**src/rtl/cam_frame_tx.sv**
```systemverilog
// Replays a stored frame from a frame-RAM read port as an OV-style sensor stream
// (pclk, vsync, href, 3-bit d); one pixel is fetched per active pclk period.
module cam_frame_tx #(
    parameter int H_ACTIVE    = 256,
    parameter int V_ACTIVE    = 240,
    parameter int H_BLANK     = 64,
    parameter int VSYNC_LINES = 3,
    parameter int V_BACK      = 17,
    parameter int V_FRONT     = 10,
    parameter int PCLK_HALF   = 1
) (
    input  logic        sysclk_i,
    input  logic        reset_i,
    input  logic        en_i,
    input  logic [2:0]  q_i,
    output logic [15:0] rdaddr_o,
    output logic        rden_o,
    output logic        pclk_o,
    output logic        vsync_o,
    output logic        href_o,
    output logic [2:0]  d_o,
    output logic        busy_o,
    output logic        frame_done_o
);

    localparam int H_TOTAL = H_ACTIVE + H_BLANK;
    localparam int DIV_W   = $clog2(2 * PCLK_HALF);
    localparam int COL_W   = $clog2(H_TOTAL + 1);
    localparam int LINE_W  = $clog2(VSYNC_LINES + V_BACK + V_ACTIVE + V_FRONT + 1);

    localparam logic [DIV_W-1:0] DIV_LAST = DIV_W'(2 * PCLK_HALF - 1);
    localparam logic [DIV_W-1:0] DIV_PRE  = DIV_W'(2 * PCLK_HALF - 2);
    localparam logic [DIV_W-1:0] DIV_HALF = DIV_W'(PCLK_HALF);

    typedef enum logic [2:0] {
        S_IDLE,
        S_VSYNC,
        S_VBACK,
        S_ACTIVE,
        S_VFRONT
    } state_t;

    state_t              state_q, state_d, after_state;
    logic [DIV_W-1:0]    div_cnt_q;
    logic [COL_W-1:0]    col_q, col_d;
    logic [LINE_W-1:0]   line_q, line_d, lines_in_state;
    logic [15:0]         pix_q;
    logic [15:0]         rdaddr_hold_q;
    logic                vsync_q, href_q, busy_q;
    logic [2:0]          d_q;
    logic                tick, restart, frame_end, pix_next_active;

    assign tick   = (div_cnt_q == DIV_LAST);
    assign pclk_o = (div_cnt_q >= DIV_HALF);

    always_comb begin
        lines_in_state = LINE_W'(VSYNC_LINES);
        after_state    = S_VBACK;
        case (state_q)
            S_VBACK:  begin lines_in_state = LINE_W'(V_BACK);   after_state = S_ACTIVE; end
            S_ACTIVE: begin lines_in_state = LINE_W'(V_ACTIVE); after_state = S_VFRONT; end
            S_VFRONT: begin lines_in_state = LINE_W'(V_FRONT);  after_state = S_IDLE;   end
            default:  ;
        endcase
    end

    // Next-tick position; evaluated every cycle so the RAM read can be issued ahead of the tick.
    always_comb begin
        state_d   = state_q;
        col_d     = col_q;
        line_d    = line_q;
        restart   = 1'b0;
        frame_end = 1'b0;
        if (state_q == S_IDLE) begin
            if (en_i) begin
                state_d = S_VSYNC;
                restart = 1'b1;
            end
        end else if (col_q == COL_W'(H_TOTAL - 1)) begin
            col_d = '0;
            if (line_q == lines_in_state - LINE_W'(1)) begin
                line_d  = '0;
                state_d = after_state;
                if (state_q == S_VFRONT) begin
                    frame_end = 1'b1;
                    state_d   = en_i ? S_VSYNC : S_IDLE;
                    restart   = en_i;
                end
            end else begin
                line_d = line_q + LINE_W'(1);
            end
        end else begin
            col_d = col_q + COL_W'(1);
        end
    end

    assign pix_next_active = (state_d == S_ACTIVE) && (col_d < COL_W'(H_ACTIVE));
    assign rden_o          = (div_cnt_q == DIV_PRE) && pix_next_active;
    assign rdaddr_o        = rden_o ? pix_q : rdaddr_hold_q;
    assign frame_done_o    = tick && frame_end;

    always_ff @(posedge sysclk_i or posedge reset_i) begin
        if (reset_i) begin
            div_cnt_q     <= '0;
            state_q       <= S_IDLE;
            col_q         <= '0;
            line_q        <= '0;
            vsync_q       <= 1'b0;
            href_q        <= 1'b0;
            d_q           <= '0;
            busy_q        <= 1'b0;
            pix_q         <= '0;
            rdaddr_hold_q <= '0;
        end else begin
            div_cnt_q <= tick ? '0 : div_cnt_q + DIV_W'(1);
            if (tick) begin
                state_q <= state_d;
                col_q   <= col_d;
                line_q  <= line_d;
                vsync_q <= (state_d == S_VSYNC);
                href_q  <= pix_next_active;
                d_q     <= pix_next_active ? q_i : 3'd0;
                busy_q  <= (state_d != S_IDLE);
            end
            // rden never falls on a tick cycle, so restart and increment cannot collide.
            if (tick && restart) begin
                pix_q <= '0;
            end else if (rden_o) begin
                pix_q <= pix_q + 16'd1;
            end
            if (rden_o) begin
                rdaddr_hold_q <= pix_q;
            end
        end
    end

    assign vsync_o = vsync_q;
    assign href_o  = href_q;
    assign d_o     = d_q;
    assign busy_o  = busy_q;

endmodule

```
**config.mk**
```make
export PLATFORM = sky130hd
export DESIGN_NAME = cam_frame_tx
export DESIGN_NICKNAME = d
export VERILOG_FILES = /design/src/rtl/cam_frame_tx.sv
export SDC_FILE = /design/constraint.sdc
export NUM_CORES = 1
export LEC_CHECK = 0
export CAP_MARGIN = 20
export CELL_PAD_IN_SITES_DETAIL_PLACEMENT = 0
export CELL_PAD_IN_SITES_GLOBAL_PLACEMENT = 1
export CORE_AREA = 2 2 114 83
export DETAILED_ROUTE_END_ITERATION = 10
export DIE_AREA = 0 0 116 85
export PLACE_DENSITY_LB_ADDON = 0.1
export SLEW_MARGIN = 10
export SYNTH_ARGS = -nofsm -noshare
export SYNTH_HDL_FRONTEND = slang
export SYNTH_SLANG_ARGS = --single-unit
```
**constraint.sdc**
```tcl
create_clock -name sysclk_i -period 3.2 [get_ports sysclk_i]
set_input_delay 0.32 -clock sysclk_i [delete_from_list [all_inputs] [get_ports sysclk_i]]
set_output_delay 0.32 -clock sysclk_i [all_outputs]
set_load 0.05 [all_outputs]
```
# Yosys cells after proc, flatten, opt, wreduce, memory -nomap -nowiden
# Cells that the tools add are included.
dict set report totals {
  ff_bits 60
  out_inout_bits 25
  wordCells 59
  in_bits 6
}
dict set report classes {
  order_cmp 2
  n_bitwise 2
  eq_ne 7
  n_reduce_logical 8
  mux 25
  add_sub_neg 5
}
# cell n
set ops {}
lappend ops {{$mux W16} 3}
lappend ops {{$mux W9} 3}
lappend ops {{$pmux W8 S3} 1}
lappend ops {{$add A9 B1 Y9 const B} 2}
lappend ops {{$mux W3} 6}
lappend ops {{$add A16 B1 Y16 const B} 1}
lappend ops {{$mux W1} 11}
lappend ops {{$eq A3 B2 Y1 const B} 3}
lappend ops {{$eq A9 B9 Y1} 1}
lappend ops {{$eq A9 B9 Y1 const B} 1}
lappend ops {{$lt A9 B9 Y1 const B} 1}
lappend ops {{$sub A9 B1 Y9 const B} 1}
lappend ops {{$pmux W3 S2} 1}
lappend ops {{$logic_and A1 B1 Y1} 4}
lappend ops {{$eq A3 B1 Y1 const B} 1}
lappend ops {{$eq A3 B3 Y1 const B} 1}
lappend ops {{$logic_not A3 Y1} 1}
lappend ops {{$reduce_and A3 Y1} 1}
lappend ops {{$reduce_bool A3 Y1} 1}
lappend ops {{$not A1 Y1} 2}
lappend ops {{$reduce_bool A2 Y1} 1}
lappend ops {{$add A1 B1 Y1 const B} 1}
lappend ops {{$ge A1 B1 Y1 const B} 1}

# Longest topological paths before layout
# Gate-level depths: netlist of the first run.
dict set report depth {
  word_depth 12
  mapped_depth 9
  ltp_nobuf 8
}

# Worst setup path after synthesis of the first run
# No wires, ideal clock.
dict set report synth_timing {
  path_type {register -> output}
  startpoint {register col_q[7]}
  endpoint {output frame_done_o}
  t_arrival_ns 3.287
  setup_slack_ns -0.407
  stages_incl_launch_ff 7
  required_time_ns 2.880
  path_cell_list {dfrtp_1 -> or3b_1 -> or3_1 -> a2111o_1 -> nor2_2 -> nand2_1 -> nor4_1}
}
dict set report synth_via {
  elab_chain_len 4
}
# item line_no
set synth_lines {}
lappend synth_lines {{from (decl)} 45} ;# logic [COL_W-1:0] col_q, col_d;
lappend synth_lines {{from (signal assigned)} 118} ;# col_q <= col_d;
lappend synth_lines {{$eq A9 B9 Y1} 79} ;# end else if (col_q == COL_W'(H_TOTAL - 1)) begin
lappend synth_lines {{$mux W1} 79}
lappend synth_lines {{$mux W1} 74} ;# if (state_q == S_IDLE) begin
lappend synth_lines {{$logic_and A1 B1 Y1} 100} ;# assign frame_done_o = tick && frame_end;
lappend synth_lines {{to (decl)} 23} ;# output logic frame_done_o
# No other way between the ends.

# Worst setup path in the final report of the first run
dict set report layout_timing {
  startpoint {register col_q[7]}
  endpoint {output rdaddr_o[5]}
}
dict set report layout_via {
  elab_chain_len 7
  elab_cells_between_ends 11
}
# item line_no
set layout_lines {}
lappend layout_lines {{$add A9 B1 Y9 / $eq A9 B9 Y1 (equally long branches)} {93, 79}}
lappend layout_lines {{$mux W9 / $mux W3 (equally long branches)} 79}
lappend layout_lines {{$mux W9 / $mux W3 (equally long branches)} 74}
lappend layout_lines {{$lt A9 B9 Y1 / $eq A3 B2 Y1 (equally long branches)} 97} ;# assign pix_next_active = (state_d == S_ACTIVE) && (col_d < COL_W'(H_ACTIVE));
lappend layout_lines {{$logic_and A1 B1 Y1 *} 97}
lappend layout_lines {{$logic_and A1 B1 Y1 *} 98} ;# assign rden_o = (div_cnt_q == DIV_PRE) && pix_next_active;
lappend layout_lines {{$mux W16 *} -}
lappend layout_lines {{to (decl)} 16} ;# output logic [15:0] rdaddr_o,
# Every way passes the cells marked *; elsewhere a longest branch is shown, timed or not.

==> results.txt, run 1 <==
Unrepaired setup endpoints after global routing: false
Crit Path Max Fanout: 23
CTS root buf: clkbuf_16
Worst Hold Class: primary input to asynchronous set/reset pin
Pre-CTS WS: 296 ps
Via count: 2271
Worst Skew: 6.33 ps
Register bit total from synthesis: 60
Share of synthesized registers carrying an async set or reset: 100%
CTS tree: built
Mean area per synthesized cell: 10.7 um^2
Most used cell, CP: buf_12
Initial Util: 35.2%
First-pass detailed-route iteration total: 4
LEAKAGE: 0.00183 uW
Number of CTS-inserted buffers: 9
GP Congestion: 0.781
Hpwl dp: 4.89 mm
Clock Sink Count: 60
Pin count of the biggest net entering global routing: 26
Antenna-violating nets left: 0
Aggregate global routing overflow: 0
Design Area, Final: 4190 um^2
Critical path, cell by cell: or3b_4, or3_4, a2111o_1, o21ai_4, a21oi_4, buf_12, mux2_4, buf_12
Die X: 116 um
Yosys warning count: 0
DRT iter0 DRCs: 76
Cells after Synth: 289
Worst path arrival time: 2760 ps
Die ar.: 9860 um^2
Worst EP required: 2880 ps
Layout cells sized above 1: 28.0%
Placed instance count: 448
Max-Cap Viols: 0
Rows: 29
Fillers: 839
Pwr/cell area: 507 nW/um^2
Final Slew Violations: 0
Die Height: 85 um
Avg WL per Cell: 14.8 um
PortBufs: 30
Core Footprint: 8780 um^2
Syn_nets: 298
Vias per std cell: 4.83
Relative slew slack: 54.9%
Layout area overhead: 35.5%
Global-route wire length before repair: 11.8 mm
H-Tree Depth: 3
Flip-flop and latch area: 1510 um^2
Hold Fails Final Rpt: 0
Worst vdd ir: 0.325 mV
Clk slew on worst S/H paths: 60 ps
Global router's overall resource usage: 15.8%
Startpoint Class: flip-flop
Layout Cells excl Fill: 470
Slew @ Worst Pin: 671 ps
Synth cell types: 58
CP endpoint kind: output pin
Slowest Stage Delay on Critical Path: 400 ps
CP max stage cell: dfrtp_2
Critical setup path kind: flip-flop to output pin
Crit path buf inv count: 2
Multi-input gate area: 1570 um^2
Post-synth EDFFs: 0
Final setup margin: 123 ps
Final period utilization: 96.2%
Main flop type after synthesis: dfrtp_1
Longest Clk Path Bufs: 2
Fmax: 325 MHz
Top Ports: 31
Delay-heaviest family, CP: simple AND/OR/NAND/NOR gates
Final min period: 3080 ps
Vias in the first global route: 2239
Sequential fraction of the synthesis area: 48.5%
Post-DP Area: 3760 um^2
Net count reported at finish: 350
Post-Route WL: 6.94 mm
Clk Latency, worst-skew pair: 330 ps
Status: completed
Final setup viols: 0
# DRC: 0
Hold-fix buffers at CTS: 0
Ant diodes: 0
Post-synthesis cell area: 3090 um^2
Antenna violations before repair: 0
## kinds of logic after synthesis
family,share of synthesized area (%)
DFF,48.5
adders and majority gates,1.21
and+or+nand+nor,19.2
buffers and inverters,2.87
xor gates and xnor gates,5.95
AOI/OAI and AO/OA,11.8
muxes,10.4
## sequential cells by signal (all words and copies together), names as in the netlist
signal	count
div_cnt_q	1
d_o	3
line_q	9
col_q	9
busy_o	1
rdaddr_hold_q	16
href_o	1
state_q	3
pix_q	16
vsync_o	1
## path summary, 6_finish.rpt
check	start	end	slack (ps)	cells after the start
max	col_q[7]$_DFFE_PP0P_	rdaddr_o[5]	120	8
min	reset_i	div_cnt_q$_DFF_PP0_	290	2
max reg2reg	col_q[7]$_DFFE_PP0P_	vsync_o$_DFFE_PP0P_	370	9
min reg2reg	d_o[1]$_DFFE_PP0P_	d_o[1]$_DFFE_PP0P_	480	1
max in group asynchronous	reset_i	col_q[7]$_DFFE_PP0P_	2220	3
min in group sysclk_i	d_o[1]$_DFFE_PP0P_	d_o[1]$_DFFE_PP0P_	480	1
## synthesized netlist by cell type (3+ instances only)
master / number / area [um^2]
nor2b_1: 4 / 25.0
a21oi_1: 6 / 30.0
mux2_2: 3 / 33.8
nor4_1: 3 / 18.8
dfrtp_1: 60 / 1500
xor2_1: 4 / 35.0
o31ai_1: 3 / 22.5
and3_1: 6 / 37.5
nand3_1: 11 / 55.1
clkbuf_1: 4 / 15.0
nand2_1: 23 / 86.3
mux2_4: 13 / 195
inv_1: 10 / 37.5
a211oi_1: 5 / 37.5
o21ai_0: 7 / 35.0
nand4_1: 9 / 56.3
nor3_1: 8 / 40.0
mux2i_1: 6 / 60.1
o2bb2ai_1: 4 / 35.0
mux2_1: 3 / 33.8
nor2_1: 30 / 113
ha_1: 3 / 37.5
xnor2_1: 17 / 149
nand2b_1: 4 / 25.0
## area by class of cell
cell class | count | area share (%)
Timing Repair Buffer | 50 | 14.7
Clock inverter | 4 | 1.13
Inverter | 10 | 0.896
Clock buffer | 12 | 6.12
Sequential cell | 60 | 35.9
Multi-Input combinational cell | 210 | 37.5
Tap cell | 124 | 3.70
## power by group
group | internal, uW | total [uW] | switching (uW) | leakage [uW]
Sequential | 821 | 905 | 84.0 | 0.000793
Combinational | 121 | 236 | 115 | 0.000889
Clock | 642 | 985 | 343 | 0.000149
Total | 1580 | 2130 | 542 | 0.00183
## placed cells by master (no fill, tap or decap), types with 3 or more instances in the layout
master           netlist  layout
dfrtp_1               60      56
nor2_1                30      30
nand2_1               23      23
buf_4                  0      19
xnor2_1               17      17
buf_12                 0      16
mux2_4                13      13
clkdlybuf4s50_1        0      12
nand3_1               11      10
inv_1                 10       9
nand4_1                9       9
clkbuf_16              0       9
nor3_1                 8       8
o21ai_0                7       7
a21oi_1                6       6
mux2i_1                6       6
mux2_2                 3       6
and3_1                 6       6
nand2b_1               4       4
nor2b_1                4       4
a211oi_1               5       4
xor2_1                 4       4
dfrtp_2                0       4
o31ai_1                3       3
o2bb2ai_1              4       3
buf_6                  2       3
## per-stage QoR
stage / hold slack, ps / util [%] / setup TNS [ps] / power [uW]
floorplan: 442 / - / 0 / 1040
global placement: 468 / 42.9 / 0 / 1110
detailed placement: 471 / 42.9 / 0 / 1110
CTS: 296 / 46.9 / -2.99 / 2130
global route: 331 / 47.7 / 0 / 2250
finish: 294 / 47.7 / 0 / 2130
## metal layers
metal | up-vias | wire, um | global-route usage [%]
li1 | 1144 | - | -
met1 | 1074 | 3830 | 23.9
met2 | 44 | 2710 | 20.8
met3 | 9 | 298 | 5.36
met4 | 0 | 95 | 5.19
met5 | - | 0 | 0
## repair_timing
item	4_1_cts	5_1_grt
resized for setup	10	11
pin swaps	1	1
buffers inserted	4	2
setup endpoints to repair	16	17
Note: power is estimated with default switching activity, not from simulation.
==> inputs of run 2 (changes only) <==
--- a/config.mk
+++ b/config.mk
@@ -8,9 +8,10 @@
 export CAP_MARGIN = 20
 export CELL_PAD_IN_SITES_DETAIL_PLACEMENT = 0
 export CELL_PAD_IN_SITES_GLOBAL_PLACEMENT = 1
-export CORE_AREA = 2 2 114 83
+export CORE_AREA = 2 2 96 98
+export CTS_CLUSTER_DIAMETER = 80
 export DETAILED_ROUTE_END_ITERATION = 10
-export DIE_AREA = 0 0 116 85
+export DIE_AREA = 0 0 98 100
 export PLACE_DENSITY_LB_ADDON = 0.1
 export SLEW_MARGIN = 10
 export SYNTH_ARGS = -nofsm -noshare
==> run 2 against run 1 <==
  * Cell count fell by 0.43%
  * Fmax shrank 2.3%
  * First-iteration DRC count increased by 12%
  * Non-clock buffer count rose by 11
  * Sequential power about the same
  * Sequential cell count is the same
  * Critical endpoint is now rdaddr_o[8]
  * Largest cell class unchanged
==> results.txt, run 2 (synthesized netlist as in run 1, its figures left out) <==
Status: completed
Max-Cap Viols: 0 (unchanged)
Slowest Stage Delay on Critical Path: 410 ps (about the same)
Pin count of the biggest net entering global routing: 33 (+27%)
Critical setup path kind: flip-flop to output pin
DRT iter0 DRCs: 85 (+12%)
Net count reported at finish: 361 (+3.1%)
Multi-input gate area: 1620 um^2 (+3.2%)
Startpoint Class: flip-flop
Top Ports: 31 (unchanged)
Critical path, cell by cell: or3b_4, or3_4, a2111o_1, o21ai_4, a21oi_4, clkbuf_16, mux2_4, buf_12
Avg WL per Cell: 15.3 um (+3.8%)
Final setup margin: 50.0 ps (-72.5 ps)
Pre-CTS WS: 217 ps (-78.9 ps)
Hold Fails Final Rpt: 0 (unchanged)
Relative slew slack: 56.5% (+1.7 points)
Initial Util: 34.8% (-0.43 points)
Longest Clk Path Bufs: 2 (unchanged)
Hpwl dp: 4.82 mm (-1.4%)
Global-route wire length before repair: 12.4 mm (+4.5%)
Final min period: 3150 ps (+72.5 ps)
Crit Path Max Fanout: 8 (-65%)
Ant diodes: 0 (unchanged)
Final setup viols: 0 (unchanged)
Worst EP required: 2880 ps (about the same)
Most frequent cells in the layout: 55 x dfrtp_1, 30 x nor2_1, 26 x buf_4, 23 x nand2_1
CP max stage cell: dfrtp_2
Flip-flop and latch area: 1510 um^2 (about the same)
PortBufs: 30 (unchanged)
Layout Cells excl Fill: 468 (-0.43%)
Placed instance count: 437 (-2.5%)
Layout area overhead: 37.9%
Worst path arrival time: 2830 ps (+70 ps)
Final period utilization: 98.4% (+2.3 points)
Global router's overall resource usage: 15.8% (+0.088 points)
Aggregate global routing overflow: 0 (unchanged)
Die X: 98 um (-16%)
Die ar.: 9800 um^2 (-0.61%)
Via count: 2424 (+6.7%)
CP endpoint kind: output pin
Slew @ Worst Pin: 651 ps (-20.3 ps)
Core Footprint: 8890 um^2 (+1.2%)
Vias per std cell: 5.18 (+7.2%)
Fmax: 317 MHz (-2.3%)
Pwr/cell area: 443 nW/um^2 (-13%)
Hold-fix buffers at CTS: 0 (unchanged)
Die Height: 100 um (+18%)
Clk Latency, worst-skew pair: 340 ps (about the same)
Clk slew on worst S/H paths: 70 ps (about the same)
Worst Skew: 9.79 ps (+3.46 ps)
Vias in the first global route: 2519 (+13%)
Rows: 35 (+21%)
Number of CTS-inserted buffers: 9 (unchanged)
H-Tree Depth: 3 (unchanged)
CTS root buf: clkbuf_8
Worst hold margin: 393 ps (+99.2 ps)
Worst Hold Class: primary input to asynchronous set/reset pin
Post-Route WL: 7.17 mm (+3.4%)
Unrepaired setup endpoints after global routing: true
Antenna violations before repair: 0 (unchanged)
Final Slew Violations: 0 (unchanged)
Largest regs: pix_q x16, rdaddr_hold_q x16
LEAKAGE: 0.00187 uW (+2.0%)
Worst vdd ir: 0.245 mV (-24%)
Clock Sink Count: 60 (unchanged)
First-pass detailed-route iteration total: 4 (unchanged)
# DRC: 0 (unchanged)
Antenna-violating nets left: 0 (unchanged)
GP Congestion: 0.797 (+2.0%)
Fillers: 822 (-2.0%)
Most common cell after layout, fill and taps aside: dfrtp_1
Finished Core Util: 48.0% (+0.23 points)
CTS tree: built
Layout cells sized above 1: 30.8% (+2.8 points)
[run 2: changes by cell type in the layout (fill, tap and decap cells not counted), sizes merged]
cell and change:
buf +10, bufinv +1, clkbuf +1, clkinv -1
[run 2: metrics by stage]
step,power (uW),setup TNS (ps),instance area [um^2]
3_5_place_dp,1110,0,3770
4_1_cts,1890,-542,4110
2_1_floorplan,1040,0,3100
6_report,1890,0,4260
5_1_grt,1990,-183,4260
3_3_place_gp,1110,0,3770
[run 2: worst paths after layout]
check | startpoint | end | slack, ps | cells past startpoint
worst min register to register | d_o[2]$_DFFE_PP0P_ | d_o[2]$_DFFE_PP0P_ | 490 | 1
min in group sysclk_i | d_o[2]$_DFFE_PP0P_ | d_o[2]$_DFFE_PP0P_ | 490 | 1
worst max register to register | col_q[7]$_DFFE_PP0P_ | vsync_o$_DFFE_PP0P_ | 560 | 9
worst min-delay path | reset_i | rdaddr_hold_q[10]$_DFF_PP0_ | 390 | 2
worst max-delay path | col_q[7]$_DFFE_PP0P_ | rdaddr_o[8] | 50 | 8
max in group asynchronous | reset_i | col_q[0]$_DFFE_PP0P_ | 2190 | 3
[run 2: where the power goes]
group          leakage [uW]  internal (uW)  switching [uW]
logic              0.000969            109             108
registers          0.000792            821            82.3
clock network      0.000107            459             310
total               0.00187           1390             500
[run 2: area by class of cell]
cell class	instances	area share [%]
multi-input cells	210	38.0
flip-flops and latches	60	35.4
repair buffers	61	17.4
clock buffers	12	3.40
well taps	111	3.26
clock inverters	4	1.70
inverters	10	0.880
[run 2: critical path, delay by kind of cell, from the launching register on]
| family | cells | cell delay, ps |
|---|---|---|
| mux | 1 | 320 |
| flops | 1 | 410 |
| buf+inv | 2 | 330 |
| compound gates | 3 | 650 |
| simple gates | 2 | 760 |
[run 2: repair_timing]
action	4_1_cts	5_1_grt
gates cloned	0	1
setup buffers	10	4
setup endpoints to repair	16	17
gates resized for setup	15	19
endpoints found under the hold margin	0	0
pin swaps	3	7
[run 2: metal layers]
metal | GRT usage, % | wire length (um)
met5 | 0 | 0
met1 | 19.6 | 3290
met3 | 2.51 | 142
met4 | 7.80 | 131
met2 | 27.0 | 3610
